File: src/rtl/apb_pkg.sv
// Shared APB definitions: default bus widths and the
// transfer-phase encoding used by APB masters on this bus.
package apb_pkg;

  localparam int APB_ADDR_WIDTH = 32;
  localparam int APB_DATA_WIDTH = 32;

  typedef enum logic [1:0] {
    IDLE   = 2'd0,
    SETUP  = 2'd1,
    ACCESS = 2'd2
  } apb_state_t;

endpackage

File: src/rtl/apb_rr_arbiter.sv
// Combinational round-robin pick: lowest requesting index at
// or after i_ptr, wrapping. Ports: i_req, i_ptr -> o_grant, o_index.
module apb_rr_arbiter #(
  parameter int NUM_REQ = 4,
  parameter int IW = (NUM_REQ > 1) ? $clog2(NUM_REQ) : 1
) (
  input  logic [NUM_REQ-1:0] i_req,
  input  logic [IW-1:0]      i_ptr,
  output logic [NUM_REQ-1:0] o_grant,
  output logic [IW-1:0]      o_index
);

  logic [IW-1:0] w_lo;
  logic [IW-1:0] w_hi;
  logic          w_any;
  logic          w_hi_ok;

  // Descending scans so the lowest matching index wins.
  always_comb begin
    w_lo    = '0;
    w_hi    = '0;
    w_any   = 1'b0;
    w_hi_ok = 1'b0;
    for (int i = NUM_REQ - 1; i >= 0; i--) begin
      if (i_req[i]) begin
        w_lo  = IW'(i);
        w_any = 1'b1;
        if (IW'(i) >= i_ptr) begin
          w_hi    = IW'(i);
          w_hi_ok = 1'b1;
        end
      end
    end
  end

  always_comb begin
    o_index = w_hi_ok ? w_hi : w_lo;
    o_grant = '0;
    if (w_any) o_grant = NUM_REQ'(1) << o_index;
  end

endmodule

File: src/rtl/apb_master_arbiter.sv
// Shares one APB master port among NUM_REQ requesters:
// round-robin grant, APB sequencing, pready timeout to error.
// Ports: req_* in / resp_*, grant, timeout_o out / APB master.
module apb_master_arbiter
  import apb_pkg::*;
#(
  parameter int NUM_REQ    = 4,
  parameter int ADDR_WIDTH = APB_ADDR_WIDTH,
  parameter int DATA_WIDTH = APB_DATA_WIDTH,
  parameter int TIMEOUT    = 16
) (
  input  logic                          pclk,
  input  logic                          preset,
  input  logic [NUM_REQ-1:0]            req_valid,
  input  logic [NUM_REQ-1:0]            req_write,
  input  logic [NUM_REQ*ADDR_WIDTH-1:0] req_addr,
  input  logic [NUM_REQ*DATA_WIDTH-1:0] req_wdata,
  output logic [NUM_REQ-1:0]            resp_valid,
  output logic [DATA_WIDTH-1:0]         resp_rdata,
  output logic                          resp_err,
  output logic [NUM_REQ-1:0]            grant,
  output logic                          timeout_o,
  output logic                          pselx,
  output logic                          penable,
  output logic                          pwrite,
  output logic [ADDR_WIDTH-1:0]         paddr,
  output logic [DATA_WIDTH-1:0]         pwdata,
  input  logic                          pready,
  input  logic                          pslverr,
  input  logic [DATA_WIDTH-1:0]         prdata
);

  localparam int IW = (NUM_REQ > 1) ? $clog2(NUM_REQ) : 1;
  localparam int CW = $clog2(TIMEOUT);

  apb_state_t r_state, w_state;

  logic [IW-1:0]         r_ptr, w_ptr;
  logic [IW-1:0]         r_idx, w_idx;
  logic [CW-1:0]         r_wait, w_wait;
  logic [NUM_REQ-1:0]    r_grant, w_grant;
  logic                  r_psel, w_psel;
  logic                  r_pen, w_pen;
  logic                  r_pwrite, w_pwrite;
  logic [ADDR_WIDTH-1:0] r_paddr, w_paddr;
  logic [DATA_WIDTH-1:0] r_pwdata, w_pwdata;
  logic [NUM_REQ-1:0]    r_rvalid, w_rvalid;
  logic [DATA_WIDTH-1:0] r_rdata, w_rdata;
  logic                  r_rerr, w_rerr;
  logic                  r_tmo, w_tmo_o;

  logic [NUM_REQ-1:0]    w_req_m;
  logic [NUM_REQ-1:0]    w_arb_grant;
  logic [IW-1:0]         w_arb_idx;
  logic                  w_tmo;
  logic                  w_exit;
  logic [IW-1:0]         w_ptr_inc;

  // The requester being answered this cycle may not win again.
  assign w_req_m = req_valid & ~r_rvalid;

  apb_rr_arbiter #(
    .NUM_REQ (NUM_REQ),
    .IW      (IW)
  ) u_arb (
    .i_req   (w_req_m),
    .i_ptr   (r_ptr),
    .o_grant (w_arb_grant),
    .o_index (w_arb_idx)
  );

  assign w_tmo  = (r_state == ACCESS) &&
                  (r_wait == CW'(TIMEOUT - 1));
  assign w_exit = (r_state == ACCESS) && (w_tmo || pready);

  assign w_ptr_inc = (r_idx == IW'(NUM_REQ - 1)) ?
                     '0 : r_idx + IW'(1);

  always_ff @(posedge pclk) begin
    if (preset) begin
      r_state  <= IDLE;
      r_ptr    <= '0;
      r_idx    <= '0;
      r_wait   <= '0;
      r_grant  <= '0;
      r_psel   <= 1'b0;
      r_pen    <= 1'b0;
      r_pwrite <= 1'b0;
      r_paddr  <= '0;
      r_pwdata <= '0;
      r_rvalid <= '0;
      r_rdata  <= '0;
      r_rerr   <= 1'b0;
      r_tmo    <= 1'b0;
    end else begin
      r_state  <= w_state;
      r_ptr    <= w_ptr;
      r_idx    <= w_idx;
      r_wait   <= w_wait;
      r_grant  <= w_grant;
      r_psel   <= w_psel;
      r_pen    <= w_pen;
      r_pwrite <= w_pwrite;
      r_paddr  <= w_paddr;
      r_pwdata <= w_pwdata;
      r_rvalid <= w_rvalid;
      r_rdata  <= w_rdata;
      r_rerr   <= w_rerr;
      r_tmo    <= w_tmo_o;
    end
  end

  always_comb begin
    w_state = r_state;
    unique case (r_state)
      IDLE:    if (|w_req_m) w_state = SETUP;
      SETUP:   w_state = ACCESS;
      ACCESS:  if (w_exit) w_state = IDLE;
      default: w_state = IDLE;
    endcase
  end

  always_comb begin
    w_ptr    = r_ptr;
    w_idx    = r_idx;
    w_wait   = r_wait;
    w_grant  = r_grant;
    w_psel   = r_psel;
    w_pen    = r_pen;
    w_pwrite = r_pwrite;
    w_paddr  = r_paddr;
    w_pwdata = r_pwdata;
    w_rvalid = '0;
    w_rdata  = r_rdata;
    w_rerr   = r_rerr;
    w_tmo_o  = 1'b0;
    unique case (r_state)
      IDLE: begin
        if (|w_req_m) begin
          w_idx    = w_arb_idx;
          w_grant  = w_arb_grant;
          w_psel   = 1'b1;
          w_pwrite = req_write[w_arb_idx];
          w_paddr  = req_addr[int'(w_arb_idx)*ADDR_WIDTH +:
                              ADDR_WIDTH];
          w_pwdata = req_wdata[int'(w_arb_idx)*DATA_WIDTH +:
                               DATA_WIDTH];
        end
      end
      SETUP: begin
        w_pen  = 1'b1;
        w_wait = '0;
      end
      ACCESS: begin
        if (w_exit) begin
          w_rvalid = r_grant;
          w_grant  = '0;
          w_psel   = 1'b0;
          w_pen    = 1'b0;
          w_ptr    = w_ptr_inc;
        end
        // Timeout wins over a pready arriving on the limit cycle.
        if (w_tmo) begin
          w_rdata = '0;
          w_rerr  = 1'b1;
          w_tmo_o = 1'b1;
        end else if (pready) begin
          w_rdata = r_pwrite ? '0 : prdata;
          w_rerr  = pslverr;
        end else begin
          w_wait = r_wait + CW'(1);
        end
      end
      default: ;
    endcase
  end

  assign resp_valid = r_rvalid;
  assign resp_rdata = r_rdata;
  assign resp_err   = r_rerr;
  assign grant      = r_grant;
  assign timeout_o  = r_tmo;
  assign pselx      = r_psel;
  assign penable    = r_pen;
  assign pwrite     = r_pwrite;
  assign paddr      = r_paddr;
  assign pwdata     = r_pwdata;

endmodule

File: config.mk
export PLATFORM = sky130hd
export DESIGN_NAME = apb_master_arbiter
export DESIGN_NICKNAME = d
export VERILOG_FILES = /design/src/rtl/apb_pkg.sv /design/src/rtl/apb_rr_arbiter.sv /design/src/rtl/apb_master_arbiter.sv
export SDC_FILE = /design/constraint.sdc
export NUM_CORES = 1
export LEC_CHECK = 0
export BUFFER_PORTS_ARGS = -buffer_cell sky130_fd_sc_hd__buf_2
export CORE_AREA = 2 2 160 162
export CTS_CLUSTER_DIAMETER = 60
export DETAILED_ROUTE_END_ITERATION = 7
export DIE_AREA = 0 0 162 164
export PLACE_DENSITY = 0.62
export SETUP_SLACK_MARGIN = 0.1
export SLEW_MARGIN = 10
export SYNTH_ARGS = -nofsm -noshare
export SYNTH_HDL_FRONTEND = slang
export SYNTH_HIERARCHICAL = 1
export SYNTH_SLANG_ARGS = --single-unit
File: constraint.sdc
create_clock -name pclk -period 2.8 [get_ports pclk]
set_input_delay 0.42 -clock pclk [delete_from_list [all_inputs] [get_ports pclk]]
set_output_delay 0.42 -clock pclk [all_outputs]
set_load 0.02 [all_outputs]
==> reports/results.tsv <==
stage	metric	value	unit
timing	Layout Skew	0.0107	ns
timing	Max Clock Freq	425	MHz
detailed_routing	DR pass1 iterations	5	
global_route	vias in the first global route	6111	
timing	min cycle time layout	2.35	ns
global_route	largest net degree at the start of global routing	73	
detailed_routing	vias per cell	4.67	
timing	Tightest Pin Transition	0.811	ns
logic_synthesis	cell count after synthesis	636	
floorplanning	IO Pins	409	
floorplanning	die width	162	um
clocking	post-CTS repair timing setup buffer count	0	
detailed_routing	antenna viol nets, final	0	
detailed_routing	Avg WL per Cell	16.0	um
clocking	# hold bufs at CTS	0	
setup_path	CP arrival	2.63	ns
clocking	CTS sink cnt	119	
timing	fin. max-slew vios	0	
logic_synthesis	Post-synth top flop	dfxtp_1	
floorplanning	die area	0.0266	sq mm
clocking	clock buffer count from CTS	17	
logic_synthesis	register area share after synthesis	0.395	
placed_design	Post-DP Area	0.00845	sq mm
setup_path	Critical Path RT	3.08	ns
logic_synthesis	#FFs+latches synth	119	
final_layout	Final Net Count	1330	
global_route	total grt overflow	0	
clocking	CTS resizes	0	
clocking	CTS H-tree lvls	4	
timing	crit share post-route	0.840	
setup_path	slowest stage delay, CP	0.54	ns
detailed_routing	# DRC	0	
timing	RSZ-0062 raised after global routing	no	
timing	Final setup viols	0	
global_route	GRT Util Overall	0.159	
logic_synthesis	syn_nets	938	
timing	Slew headroom	0.459	
setup_path	slowest CP cell	mux4_2	
clocking	CTS tree	done	
power_and_ir_drop	PD cells	606	mW/mm^2
final_layout	Fill cells	2559	
status	run status	completed	
logic_synthesis	Unique masters post-synth	39	
placed_design	RD Place Congestion	0.812	
timing	Final Hold Fails	0	
setup_path	crit-path most repeated cell	buf_12	
final_layout	Layout Area Growth over Synthesis	50.5	%
setup_path	crit path kind	reg -> reg	
setup_path	crit start category	register	
clocking	Max clock buf depth	2	
global_route	global-route wire length before repair	32800	um
detailed_routing	total wire length	22000	um
final_layout	layout cells sized above 1	0.514	
logic_synthesis	Post-synth EDFFs	0	
logic_synthesis	asr flop ratio synth	0	
logic_synthesis	Mapped Area	0.00603	sq mm
setup_path	CP Max Fanout	22	
power_and_ir_drop	worst IR drop on VDD	0.000352	V
setup_path	crit-path cells	nor2_1 > a221oi_4 > buf_12 > buf_12 > mux4_2 > nand2_1 > a21oi_1	
floorplanning	Core ar.	0.0248	sq mm
timing	Setup Total Neg Slack	0	ns
floorplanning	chip height	164	um
placed_design	IO buf count	408	
final_layout	Finished Cell Area	0.00907	sq mm
run	maxcap violations	0	
logic_synthesis	Ys Warns	6	
power_and_ir_drop	Leak Pwr	0.00410	uW
floorplanning	Initial Util	0.243	
global_route	initial antenna violation count	4	
placed_design	Final HPWL DP	16900	um
setup_path	CP Capture Type	register	
hold_path	Hold Path Class	in -> reg	
detailed_routing	DRT iter0 DRCs	373	
clocking	Clock transition at path regs	0.06	ns
logic_synthesis	syn_area_per_cell	9.47	sq um
clocking	clock root cell	clkbuf_16	
floorplanning	Cell Rows	58	
clocking	Clk Latency, worst-skew pair	0.41	ns
detailed_routing	Via Count	6416	
==> synth_stat cells (5+ instances only) <==
master	count	area share
nand2_1	179	0.11
dfxtp_1	119	0.40
a21oi_1	115	0.096
mux4_2	65	0.24
nand3_1	38	0.032
clkbuf_1	26	0.016
nor2_1	13	0.0081
buf_2	11	0.0091
buf_1	8	0.0050
buf_6	7	0.013
nor3_1	5	0.0042
nor3b_1	5	0.0062
==> layout make-up <==
| type | count | area (sq um) | area share |
|---|---|---|---|
| Multi-Input combinational cell | 459 | 3380 | 0.373 |
| Tap cell | 330 | 413 | 0.0455 |
| Antenna cell | 2 | 5.00 | 0.000552 |
| Timing Repair Buffer | 427 | 2260 | 0.249 |
| Inverter | 4 | 15.0 | 0.00166 |
| Sequential cell | 119 | 2380 | 0.263 |
| Clock buffer | 19 | 443 | 0.0488 |
| Clock inverter | 13 | 168 | 0.0185 |
==> power breakdown <==
part           internal, uW  leakage [uW]  switching [uW]
Sequential             1830      0.000975            81.0
Clock                  1430      0.000295             850
Combinational           592       0.00283             704
Total                  3860       0.00410            1640
==> worst max-delay path, delay by kind of cell, from the launching register on <==
family | cells | cell delay (ns)
flops | 1 | 0.53
mux | 1 | 0.54
compound gates | 2 | 0.44
simple gates | 2 | 0.25
buf+inv | 2 | 0.44
==> through the flow <==
stage	std cells	hold slack, ns	setup slack, ns	utilization	power [uW]
floorplan	636	0.440	0.283	-	2750
global placement	1339	0.436	0.387	0.341	3240
detailed placement	1339	0.444	0.349	0.341	3260
CTS	1371	0.235	0.435	0.365	5590
global route	1373	0.243	0.251	0.365	5760
finish	1373	0.260	0.447	0.365	5500
==> cells by family after synthesis <==
family	share of synthesized area
AO/OA/AOI/OAI	0.125
adder cells (fa/ha/maj)	0.00415
buffers and inverters	0.0484
flip-flops	0.395
multiplexers	0.245
AND/OR/NAND/NOR	0.183
==> sequential cells by signal (all words and copies together), names as in the netlist <==
name,flops
r_wait,4
r_idx,2
pwdata,32
penable,1
pselx,1
resp_err,1
r_state,2
resp_rdata,32
timeout_o,1
pwrite,1
resp_valid,4
paddr,32
r_ptr,2
grant,4
==> layout by cell type, fill, tap and decap left out, types with 2 or more instances in the layout <==
cell	instances
clkinvlp_4	2
ha_1	2
nand2_1	179
bufinv_16	3
nor3_1	5
clkbuf_16	17
buf_12	6
buf_4	14
nor2b_1	4
clkinv_4	2
o32ai_1	2
diode_2	2
o21ai_0	2
nor2_1	12
clkinv_2	2
inv_1	4
nand2b_1	2
mux4_2	65
nand3_1	38
dfxtp_1	119
buf_2	407
a31oi_1	3
nor3b_1	5
nor2b_4	3
a21oi_1	113
o21ai_1	3
inv_6	4
==> worst paths after layout <==
| kind | startpoint | endpoint | slack (ns) | cells after the start |
|---|---|---|---|---|
| max reg2reg | r_ptr[1] | paddr[2] | 0.45 | 7 |
| max | r_ptr[1] | paddr[2] | 0.45 | 7 |
| min | prdata[12] | resp_rdata[12] | 0.26 | 3 |
| min reg2reg | resp_rdata[2] | resp_rdata[2] | 0.45 | 2 |
==> metal layers <==
metal / track usage / wire [um] / share of wire / vias to the layer above
met2: 0.271 / 11000 / 0.50 / 271
met3: 0.0407 / 1490 / 0.068 / 18
met1: 0.195 / 9220 / 0.42 / 3062
li1: - / - / - / 3065
met5: 0 / 0 / 0 / -
met4: 0.0559 / 338 / 0.015 / 0
(Power assumes the default switching activity.)
